--- config.mk ---
export PLATFORM = sky130hd
export DESIGN_NAME = dcache_wb_flat
export DESIGN_NICKNAME = d
export VERILOG_FILES = /design/src/rtl/dcache_wb_if.sv /design/src/rtl/dcache_wb.sv /design/src/flat_wrapper.sv
export SDC_FILE = /design/constraint.sdc
export NUM_CORES = 2
export LEC_CHECK = 0
export BUFFER_PORTS_ARGS = -buffer_cell sky130_fd_sc_hd__buf_2
export CAP_MARGIN = 10
export CORE_ASPECT_RATIO = 2
export CORE_MARGIN = 3
export CORE_UTILIZATION = 50
export CTS_BUF_LIST = sky130_fd_sc_hd__clkbuf_4 sky130_fd_sc_hd__clkbuf_8 sky130_fd_sc_hd__clkbuf_16
export DETAILED_ROUTE_END_ITERATION = 10
export PLACE_DENSITY_LB_ADDON = 0.2
export SLEW_MARGIN = 20
export SYNTH_ARGS = -nofsm -noshare
export SYNTH_HDL_FRONTEND = slang
export SYNTH_SLANG_ARGS = --single-unit
--- constraint.sdc ---
create_clock -name clk -period 13.1 [get_ports clk]
set_input_delay 3.275 -clock clk [delete_from_list [all_inputs] [get_ports clk]]
set_output_delay 3.275 -clock clk [all_outputs]
set_load 0.05 [all_outputs]
--- src/rtl/dcache_wb_if.sv ---
// Word-serial backing-memory port of dcache_wb: one beat per request/ack pair.
interface dcache_wb_if;
    logic        mem_req;
    logic        mem_we;
    logic [31:0] mem_addr;
    logic [31:0] mem_wdata;
    logic [31:0] mem_rdata;
    logic        mem_ack;

    modport master (output mem_req, mem_we, mem_addr, mem_wdata, input mem_rdata, mem_ack);
    modport slave  (input mem_req, mem_we, mem_addr, mem_wdata, output mem_rdata, mem_ack);
endinterface

--- src/rtl/dcache_wb.sv ---
// Direct-mapped, write-back, write-allocate data cache with word-serial refill and writeback.
module dcache_wb #(
    parameter int WOFF_BITS  = 3,
    parameter int INDEX_BITS = 3,
    parameter int TAG_BITS   = 6
) (
    input  logic        clk,
    input  logic        rst_n,
    input  logic [31:0] addr,
    input  logic [31:0] write_data,
    input  logic        memread,
    input  logic        memwrite,
    input  logic [3:0]  sign_mask,
    input  logic        instr_cache_busy,
    output logic [31:0] read_data,
    output logic        clk_stall,
    output logic        err,
    dcache_wb_if.master mem
);
    localparam int LINES = 1 << INDEX_BITS;
    localparam int WORDS = 1 << (INDEX_BITS + WOFF_BITS);
    localparam int AHI   = TAG_BITS + INDEX_BITS + WOFF_BITS + 1;

    typedef enum logic [2:0] {IDLE, LOOKUP, WRITEBACK, REFILL, RESPOND} state_t;

    state_t                state_q, state_d;
    logic [AHI:0]          addr_q, addr_d;
    logic [31:0]           wdat_q, wdat_d;
    logic [3:0]            mask_q, mask_d;
    logic                  wr_q, wr_d;
    logic [WOFF_BITS-1:0]  beat_q, beat_d, beat_nx;
    logic                  mem_req_q, mem_req_d, mem_we_q, mem_we_d;
    logic [31:0]           mem_addr_q, mem_addr_d, mem_wdata_q, mem_wdata_d;
    logic [31:0]           read_data_q, read_data_d;
    logic                  clk_stall_q, clk_stall_d, err_q, err_d;

    logic [31:0]           data_mem [WORDS];
    logic [TAG_BITS-1:0]   tag_mem  [LINES];
    logic [LINES-1:0]      valid_q, dirty_q;

    logic [1:0]            boff;
    logic [WOFF_BITS-1:0]  woff;
    logic [INDEX_BITS-1:0] idx;
    logic [TAG_BITS-1:0]   tag;
    logic                  hit, acked, last;
    logic                  data_we, fill_done, wb_done, set_dirty;
    logic [INDEX_BITS+WOFF_BITS-1:0] data_wa;
    logic [31:0]           data_wd;

    assign boff    = addr_q[1:0];
    assign woff    = addr_q[WOFF_BITS+1:2];
    assign idx     = addr_q[INDEX_BITS+WOFF_BITS+1:WOFF_BITS+2];
    assign tag     = addr_q[AHI:INDEX_BITS+WOFF_BITS+2];
    assign hit     = valid_q[idx] && (tag_mem[idx] == tag);
    assign acked   = mem_req_q && mem.mem_ack;
    assign last    = (beat_q == {WOFF_BITS{1'b1}});
    assign beat_nx = beat_q + 1'b1;

    // Address bits above the tag alias onto the same lines.
    generate
        if (AHI < 31) begin : g_alias
            logic unused_hi;
            assign unused_hi = ^addr[31:AHI+1];
        end
    endgenerate

    function automatic logic [31:0] line_addr(input logic [TAG_BITS-1:0] t,
                                              input logic [INDEX_BITS-1:0] i,
                                              input logic [WOFF_BITS-1:0] b);
        logic [31:0] a;
        a = '0;
        a[AHI:0] = {t, i, b, 2'b00};
        return a;
    endfunction

    function automatic logic misaligned(input logic [2:0] size, input logic [1:0] bo);
        case (size)
            3'b001:  misaligned = 1'b0;
            3'b011:  misaligned = bo[0];
            3'b111:  misaligned = (bo != 2'b00);
            default: misaligned = 1'b1;
        endcase
    endfunction

    function automatic logic [31:0] load_extract(input logic [31:0] w, input logic [1:0] bo,
                                                 input logic [3:0] m);
        logic [31:0] sh, r;
        sh = w >> {bo, 3'b000};
        case (m[2:0])
            3'b001:  r = m[3] ? {{24{sh[7]}}, sh[7:0]}   : {24'b0, sh[7:0]};
            3'b011:  r = m[3] ? {{16{sh[15]}}, sh[15:0]} : {16'b0, sh[15:0]};
            default: r = w;
        endcase
        return r;
    endfunction

    function automatic logic [31:0] store_merge(input logic [31:0] w, input logic [31:0] d,
                                                input logic [1:0] bo, input logic [2:0] size);
        logic [31:0] be, sd;
        case (size)
            3'b001:  be = 32'h0000_00FF;
            3'b011:  be = 32'h0000_FFFF;
            default: be = 32'hFFFF_FFFF;
        endcase
        be = be << {bo, 3'b000};
        sd = d << {bo, 3'b000};
        return (w & ~be) | (sd & be);
    endfunction

    always_comb begin
        state_d     = state_q;
        addr_d      = addr_q;
        wdat_d      = wdat_q;
        mask_d      = mask_q;
        wr_d        = wr_q;
        beat_d      = beat_q;
        mem_req_d   = mem_req_q;
        mem_we_d    = mem_we_q;
        mem_addr_d  = mem_addr_q;
        mem_wdata_d = mem_wdata_q;
        read_data_d = read_data_q;
        clk_stall_d = clk_stall_q;
        err_d       = 1'b0;
        data_we     = 1'b0;
        data_wa     = {idx, beat_q};
        data_wd     = mem.mem_rdata;
        fill_done   = 1'b0;
        wb_done     = 1'b0;
        set_dirty   = 1'b0;
        case (state_q)
            IDLE: begin
                addr_d = addr[AHI:0];
                wdat_d = write_data;
                mask_d = sign_mask;
                wr_d   = memwrite && !memread;
                if (memread || memwrite) begin
                    clk_stall_d = 1'b1;
                    state_d     = LOOKUP;
                end
            end
            LOOKUP: begin
                beat_d = '0;
                if (misaligned(mask_q[2:0], boff)) begin
                    err_d   = 1'b1;
                    state_d = RESPOND;
                end else if (hit) begin
                    state_d = RESPOND;
                end else if (valid_q[idx] && dirty_q[idx]) begin
                    state_d     = WRITEBACK;
                    mem_req_d   = 1'b1;
                    mem_we_d    = 1'b1;
                    mem_addr_d  = line_addr(tag_mem[idx], idx, {WOFF_BITS{1'b0}});
                    mem_wdata_d = data_mem[{idx, {WOFF_BITS{1'b0}}}];
                end else begin
                    state_d    = REFILL;
                    mem_req_d  = 1'b1;
                    mem_we_d   = 1'b0;
                    mem_addr_d = line_addr(tag, idx, {WOFF_BITS{1'b0}});
                end
            end
            WRITEBACK: begin
                if (acked) begin
                    beat_d = beat_nx;
                    // The refill burst follows without dropping mem_req.
                    if (last) begin
                        wb_done    = 1'b1;
                        state_d    = REFILL;
                        mem_we_d   = 1'b0;
                        mem_addr_d = line_addr(tag, idx, {WOFF_BITS{1'b0}});
                    end else begin
                        mem_addr_d  = line_addr(tag_mem[idx], idx, beat_nx);
                        mem_wdata_d = data_mem[{idx, beat_nx}];
                    end
                end
            end
            REFILL: begin
                if (acked) begin
                    data_we = 1'b1;
                    beat_d  = beat_nx;
                    if (last) begin
                        fill_done = 1'b1;
                        mem_req_d = 1'b0;
                        state_d   = LOOKUP;
                    end else begin
                        mem_addr_d = line_addr(tag, idx, beat_nx);
                    end
                end
            end
            RESPOND: begin
                clk_stall_d = 1'b0;
                state_d     = IDLE;
                if (!err_q) begin
                    if (wr_q) begin
                        data_we   = 1'b1;
                        data_wa   = {idx, woff};
                        data_wd   = store_merge(data_mem[{idx, woff}], wdat_q, boff, mask_q[2:0]);
                        set_dirty = 1'b1;
                    end else begin
                        read_data_d = load_extract(data_mem[{idx, woff}], boff, mask_q);
                    end
                end
            end
            default: state_d = IDLE;
        endcase
    end

    always_ff @(posedge clk or negedge rst_n) begin
        if (!rst_n) begin
            state_q     <= IDLE;
            wr_q        <= 1'b0;
            beat_q      <= '0;
            mem_req_q   <= 1'b0;
            mem_we_q    <= 1'b0;
            mem_addr_q  <= '0;
            mem_wdata_q <= '0;
            read_data_q <= '0;
            clk_stall_q <= 1'b0;
            err_q       <= 1'b0;
            valid_q     <= '0;
            dirty_q     <= '0;
        end else if (!instr_cache_busy) begin
            state_q     <= state_d;
            wr_q        <= wr_d;
            beat_q      <= beat_d;
            mem_req_q   <= mem_req_d;
            mem_we_q    <= mem_we_d;
            mem_addr_q  <= mem_addr_d;
            mem_wdata_q <= mem_wdata_d;
            read_data_q <= read_data_d;
            clk_stall_q <= clk_stall_d;
            err_q       <= err_d;
            if (fill_done) begin
                valid_q[idx] <= 1'b1;
                dirty_q[idx] <= 1'b0;
            end
            if (wb_done)   dirty_q[idx] <= 1'b0;
            if (set_dirty) dirty_q[idx] <= 1'b1;
        end
    end

    // Line storage and the captured request carry no reset.
    always_ff @(posedge clk) begin
        if (!instr_cache_busy) begin
            addr_q <= addr_d;
            wdat_q <= wdat_d;
            mask_q <= mask_d;
            if (data_we)   data_mem[data_wa] <= data_wd;
            if (fill_done) tag_mem[idx]      <= tag;
        end
    end

    assign read_data     = read_data_q;
    assign clk_stall     = clk_stall_q;
    assign err           = err_q;
    assign mem.mem_req   = mem_req_q;
    assign mem.mem_we    = mem_we_q;
    assign mem.mem_addr  = mem_addr_q;
    assign mem.mem_wdata = mem_wdata_q;
endmodule

--- src/flat_wrapper.sv ---
// flat-port wrapper written by rule: the top's interface ports become plain ports
module dcache_wb_flat 
#(
    parameter int WOFF_BITS  = 3,
    parameter int INDEX_BITS = 3,
    parameter int TAG_BITS   = 6
)
  (clk, rst_n, addr, write_data, memread, memwrite, sign_mask, instr_cache_busy, read_data, clk_stall, err, mem_mem_req, mem_mem_we, mem_mem_addr, mem_mem_wdata, mem_mem_rdata, mem_mem_ack);
  dcache_wb_if mem_i ();
  input  logic clk;
  input  logic rst_n;
  input  logic [31:0] addr;
  input  logic [31:0] write_data;
  input  logic memread;
  input  logic memwrite;
  input  logic [3:0] sign_mask;
  input  logic instr_cache_busy;
  output logic [31:0] read_data;
  output logic clk_stall;
  output logic err;
  output wire logic [$bits(mem_i.mem_req)-1:0] mem_mem_req;
  output wire logic [$bits(mem_i.mem_we)-1:0] mem_mem_we;
  output wire logic [$bits(mem_i.mem_addr)-1:0] mem_mem_addr;
  output wire logic [$bits(mem_i.mem_wdata)-1:0] mem_mem_wdata;
  input wire logic [$bits(mem_i.mem_rdata)-1:0] mem_mem_rdata;
  input wire logic [$bits(mem_i.mem_ack)-1:0] mem_mem_ack;
  assign mem_mem_req = mem_i.mem_req;
  assign mem_mem_we = mem_i.mem_we;
  assign mem_mem_addr = mem_i.mem_addr;
  assign mem_mem_wdata = mem_i.mem_wdata;
  assign mem_i.mem_rdata = mem_mem_rdata;
  assign mem_i.mem_ack = mem_mem_ack;
  dcache_wb #(.WOFF_BITS(WOFF_BITS), .INDEX_BITS(INDEX_BITS), .TAG_BITS(TAG_BITS)) u_core (.clk(clk), .rst_n(rst_n), .addr(addr), .write_data(write_data), .memread(memread), .memwrite(memwrite), .sign_mask(sign_mask), .instr_cache_busy(instr_cache_busy), .read_data(read_data), .clk_stall(clk_stall), .err(err), .mem(mem_i));
endmodule
==> metrics.csv <==
stage,metric,value,unit
power,P_leak,36.6,nW
power,sw frac,35.3,%
clocking,Clock Sinks,2255,
power,Cell Pwr Density,210,nW/um2
worst_setup_path,FF-to-FF path depth,11,
cells_and_area,Seq. cell area,67200,um2
synth,Ys Warns,0,
power,Comb pwr share,40.3,%
clocking,total CTS buffers,201,
clocking,Hold Buf Count CTS,0,
placed_design,dpl hpwl,227,mm
synth,Mapped Cells,5254,
hold_path,Hold Crit Depth,1,
synth,Post-synth EDFFs,2146,
placed_design,Cells after DPL,7972,
routing,via density per instance,7.54,
cells_and_area,Multi-input gate area,37800,um2
routing,Post-route DRC,0,
grt,number of global-route vias before repair,63100,
timing,Setup-failing EPs final,0,
floorplanning,die area,219000,um2
worst_setup_path,Reg2Reg Capture Point,u_core.data_mem[42][30]$_DFFE_PP_,
grt,GR Overflow Total,0,
worst_setup_path,Reg2Reg Setup Slack,6.82,ns
timing,final worst path period need,7.05,ns
timing,maximum clock rate,142,MHz
timing,RSZ-0062 raised after global routing,no,
synth,Mapped Avg Cell Area,20.2,um2
worst_setup_path,CP Launch Type,input port,
power,sw power,8.76,mW
timing,Final Skew,0.0447,ns
timing,slew margin rel.,14.6,%
worst_setup_path,required time of the critical path,13.57,ns
floorplanning,Core ar.,211000,um2
timing,crit share post-route,53.8,%
synth,sequential share of the synthesized area,63.1,%
clocking,CTS tree,done,
worst_setup_path,Worst Setup Path Type,input port to flop,
routing,Antenna Violating Nets Remaining,0,
timing,setup_tns,0,ns
floorplanning,Die Y,658,um
clocking,root buffer cell,clkbuf_16,
clocking,worst-skew pair later-pin latency,0.88,ns
power,Clk network pwr share,24.7,%
hold_path,Hold Path End,u_core.valid_q[1]$_DFFE_PN0P_,
routing,wire length per cell,45.1,um
cells_and_area,final layout net count,5523,
clocking,post_cts resized,0,
placed_design,RD Place Congestion,0.913,
clocking,clock-pin transition on the worst setup and hold timing paths,0.07,ns
hold_path,HP Start,u_core.valid_q[1]$_DFFE_PN0P_,
clocking,Clock Tree Buf Depth,4,
worst_setup_path,Critical Path End Type,flop,
cells_and_area,final cell count without fillers,8343,
placed_design,IO Port Bufs,167,
floorplanning,io pins,206,
floorplanning,chip width,332,um
cells_and_area,layout overhead on the synthesized area,10.8,%
hold_path,class of the worst hold path,flop to flop,
cells_and_area,share of cells above drive strength 1,37.5,%
synth,synthesized flop and latch total,2255,
routing,final WL,377,mm
grt,pin count of the biggest net entering global routing,124,
routing,vias,62900,
routing,Initial DRC Count,9580,
synth,post-synthesis async set-or-reset flop share,4.57,%
clocking,CTS HTree Levels,4,
floorplanning,Starting Density,50.4,%
worst_setup_path,CP Max Fanout,19,
run,Max-Cap Viols,0,
grt,GRT Total Usage,34.4,%
grt,first-pass GRT wire length,516,mm
synth,top_reg_cell synth,edfxtp_1,
grt,initial antenna violation count,25,
placed_design,DP Worst Slack,5.38,ns
timing,Final Hold Viols,0,
clocking,setup bufs post-CTS,0,
synth,Syn Std Cell Area,106000,um2
timing,fin. max-slew vios,0,
routing,First-pass DRT Iterations,6,
power,sequential power share,35.1,%
power,Int Power,16.0,mW
cells_and_area,fill count,15700,
worst_setup_path,WP data arrival,7.52,ns
power,Max VDD drop,0.295,mV
power,total chip power,24.8,mW
floorplanning,# rows,238,
timing,final worst slack,6.05,ns
run_status,outcome,finished clean,
synth,Synth cell types,74,
timing,worst slew pin tran,1.28,ns
==> per-stage QoR <==
step                      utilization, %  instance area, um2  hold slack, ns
final                               55.9              118000           0.476
after global routing                55.9              118000           0.492
after CTS                           55.9              118000           0.472
after detailed placement            52.7              111000           0.453
after global placement              52.7              111000           0.445
after floorplan                        -              106000           0.434
==> per-layer routing <==
metal	up-vias	track usage [%]	part of all wire [%]
li1	23100	-	-
met1	33500	40.2	31
met2	5000	55.6	48
met3	1334	8.99	12
met4	14	24.2	8.7
met5	-	0	0.040
==> cells in the mapped netlist, drive strengths merged (32+ instances only) <==
cell    count  area share, %
a211oi     35           0.25
a21oi      37           0.17
a22o       35           0.29
a22oi      57           0.41
buf       271            1.7
clkbuf    167           0.59
dfrtp     103            2.4
edfxtp   2146             61
mux2       42           0.44
mux2i     275            2.6
mux4     1232             26
nand2     206           0.73
nand3      32           0.16
nor2      159           0.57
nor2b      34           0.20
o21ai     139           0.65
o22ai      65           0.38
==> power groups by stage <==
stage          sequential [mW]  combinational [mW]  clock [mW]
3_3_place_gp              8.83                9.85           0
6_report                  8.69                9.99        6.11
3_5_place_dp              8.84                9.87           0
4_1_cts                   8.68                9.90        6.17
5_1_grt                   8.71                10.4        6.42
2_1_floorplan             9.07                6.67           0
==> flip-flops by register name, indices dropped and copies added (netlist names), 3 cells and up, named ones only <==
| register | cells |
|---|---|
| u_core.addr_q | 14 |
| u_core.beat_q | 3 |
| u_core.data_mem | 2048 |
| u_core.mask_q | 4 |
| u_core.mem.mem_addr | 12 |
| u_core.mem.mem_wdata | 32 |
| u_core.read_data | 32 |
| u_core.state_q | 3 |
| u_core.tag_mem | 48 |
| u_core.valid_q | 8 |
| u_core.wdat_q | 32 |
==> placed cells by master (no fill, tap or decap), drive strengths merged, types with 13 or more instances in the layout <==
| master | n |
|---|---|
| a211oi | 35 |
| a21oi | 37 |
| a22o | 35 |
| a22oi | 57 |
| a31oi | 13 |
| buf | 377 |
| bufinv | 20 |
| clkbuf | 253 |
| clkinv | 69 |
| conb | 20 |
| dfrtp | 103 |
| edfxtp | 2146 |
| inv | 18 |
| mux2 | 42 |
| mux2i | 275 |
| mux4 | 1232 |
| nand2 | 206 |
| nand3 | 32 |
| nor2 | 159 |
| nor2b | 34 |
| nor4 | 16 |
| o21ai | 139 |
| o22a | 15 |
| o22ai | 65 |
| o31ai | 16 |
| or2 | 15 |
==> critical path, cell delays in order <==
cell	delay (ns)
buf_2	0.12
nand2_1	0.10
or3_1	0.41
a21oi_1	0.89
nand3_1	0.89
nor2_4	1.10
buf_4	0.65
==> cell type report <==
type / count / share of cell area (%)
diodes: 11 / 0.0234
clock buffers: 253 / 4.69
clock inverters: 107 / 0.926
inverters: 7 / 0.0287
multi-input cells: 2573 / 32.1
flip-flops and latches: 2255 / 57.0
well taps: 2760 / 2.93
repair buffers: 377 / 2.28
==> worst max path at each step <==
stage | from | endpoint | depth (start not counted) | slack, ns
CTS | mem_mem_ack | u_core.data_mem[41][29]$_DFFE_PP_ | 7 | 6.30
finish | mem_mem_ack | u_core.data_mem[41][29]$_DFFE_PP_ | 7 | 6.05
global route | mem_mem_ack | u_core.data_mem[41][8]$_DFFE_PP_ | 7 | 6.13
floorplan | instr_cache_busy | flop | 4 | 6.59
global placement | mem_mem_ack | u_core.data_mem[15][3]$_DFFE_PP_ | 7 | 5.25
detailed placement | mem_mem_ack | u_core.data_mem[41][16]$_DFFE_PP_ | 7 | 5.38
==> logic make-up after synthesis <==
| kind of cell | count (synthesis) | share of synthesized area [%] |
|---|---|---|
| DFF | 2255 | 63.1 |
| muxes | 1549 | 29.3 |
| and+or+nand+nor | 517 | 2.16 |
| AOI/OAI and AO/OA | 479 | 3.06 |
| buffers and inverters | 445 | 2.28 |
| xor gates and xnor gates | 6 | 0.0494 |
| adders and majority gates | 2 | 0.0235 |
| other | 1 | 0.00353 |
(Power assumes the default switching activity.)
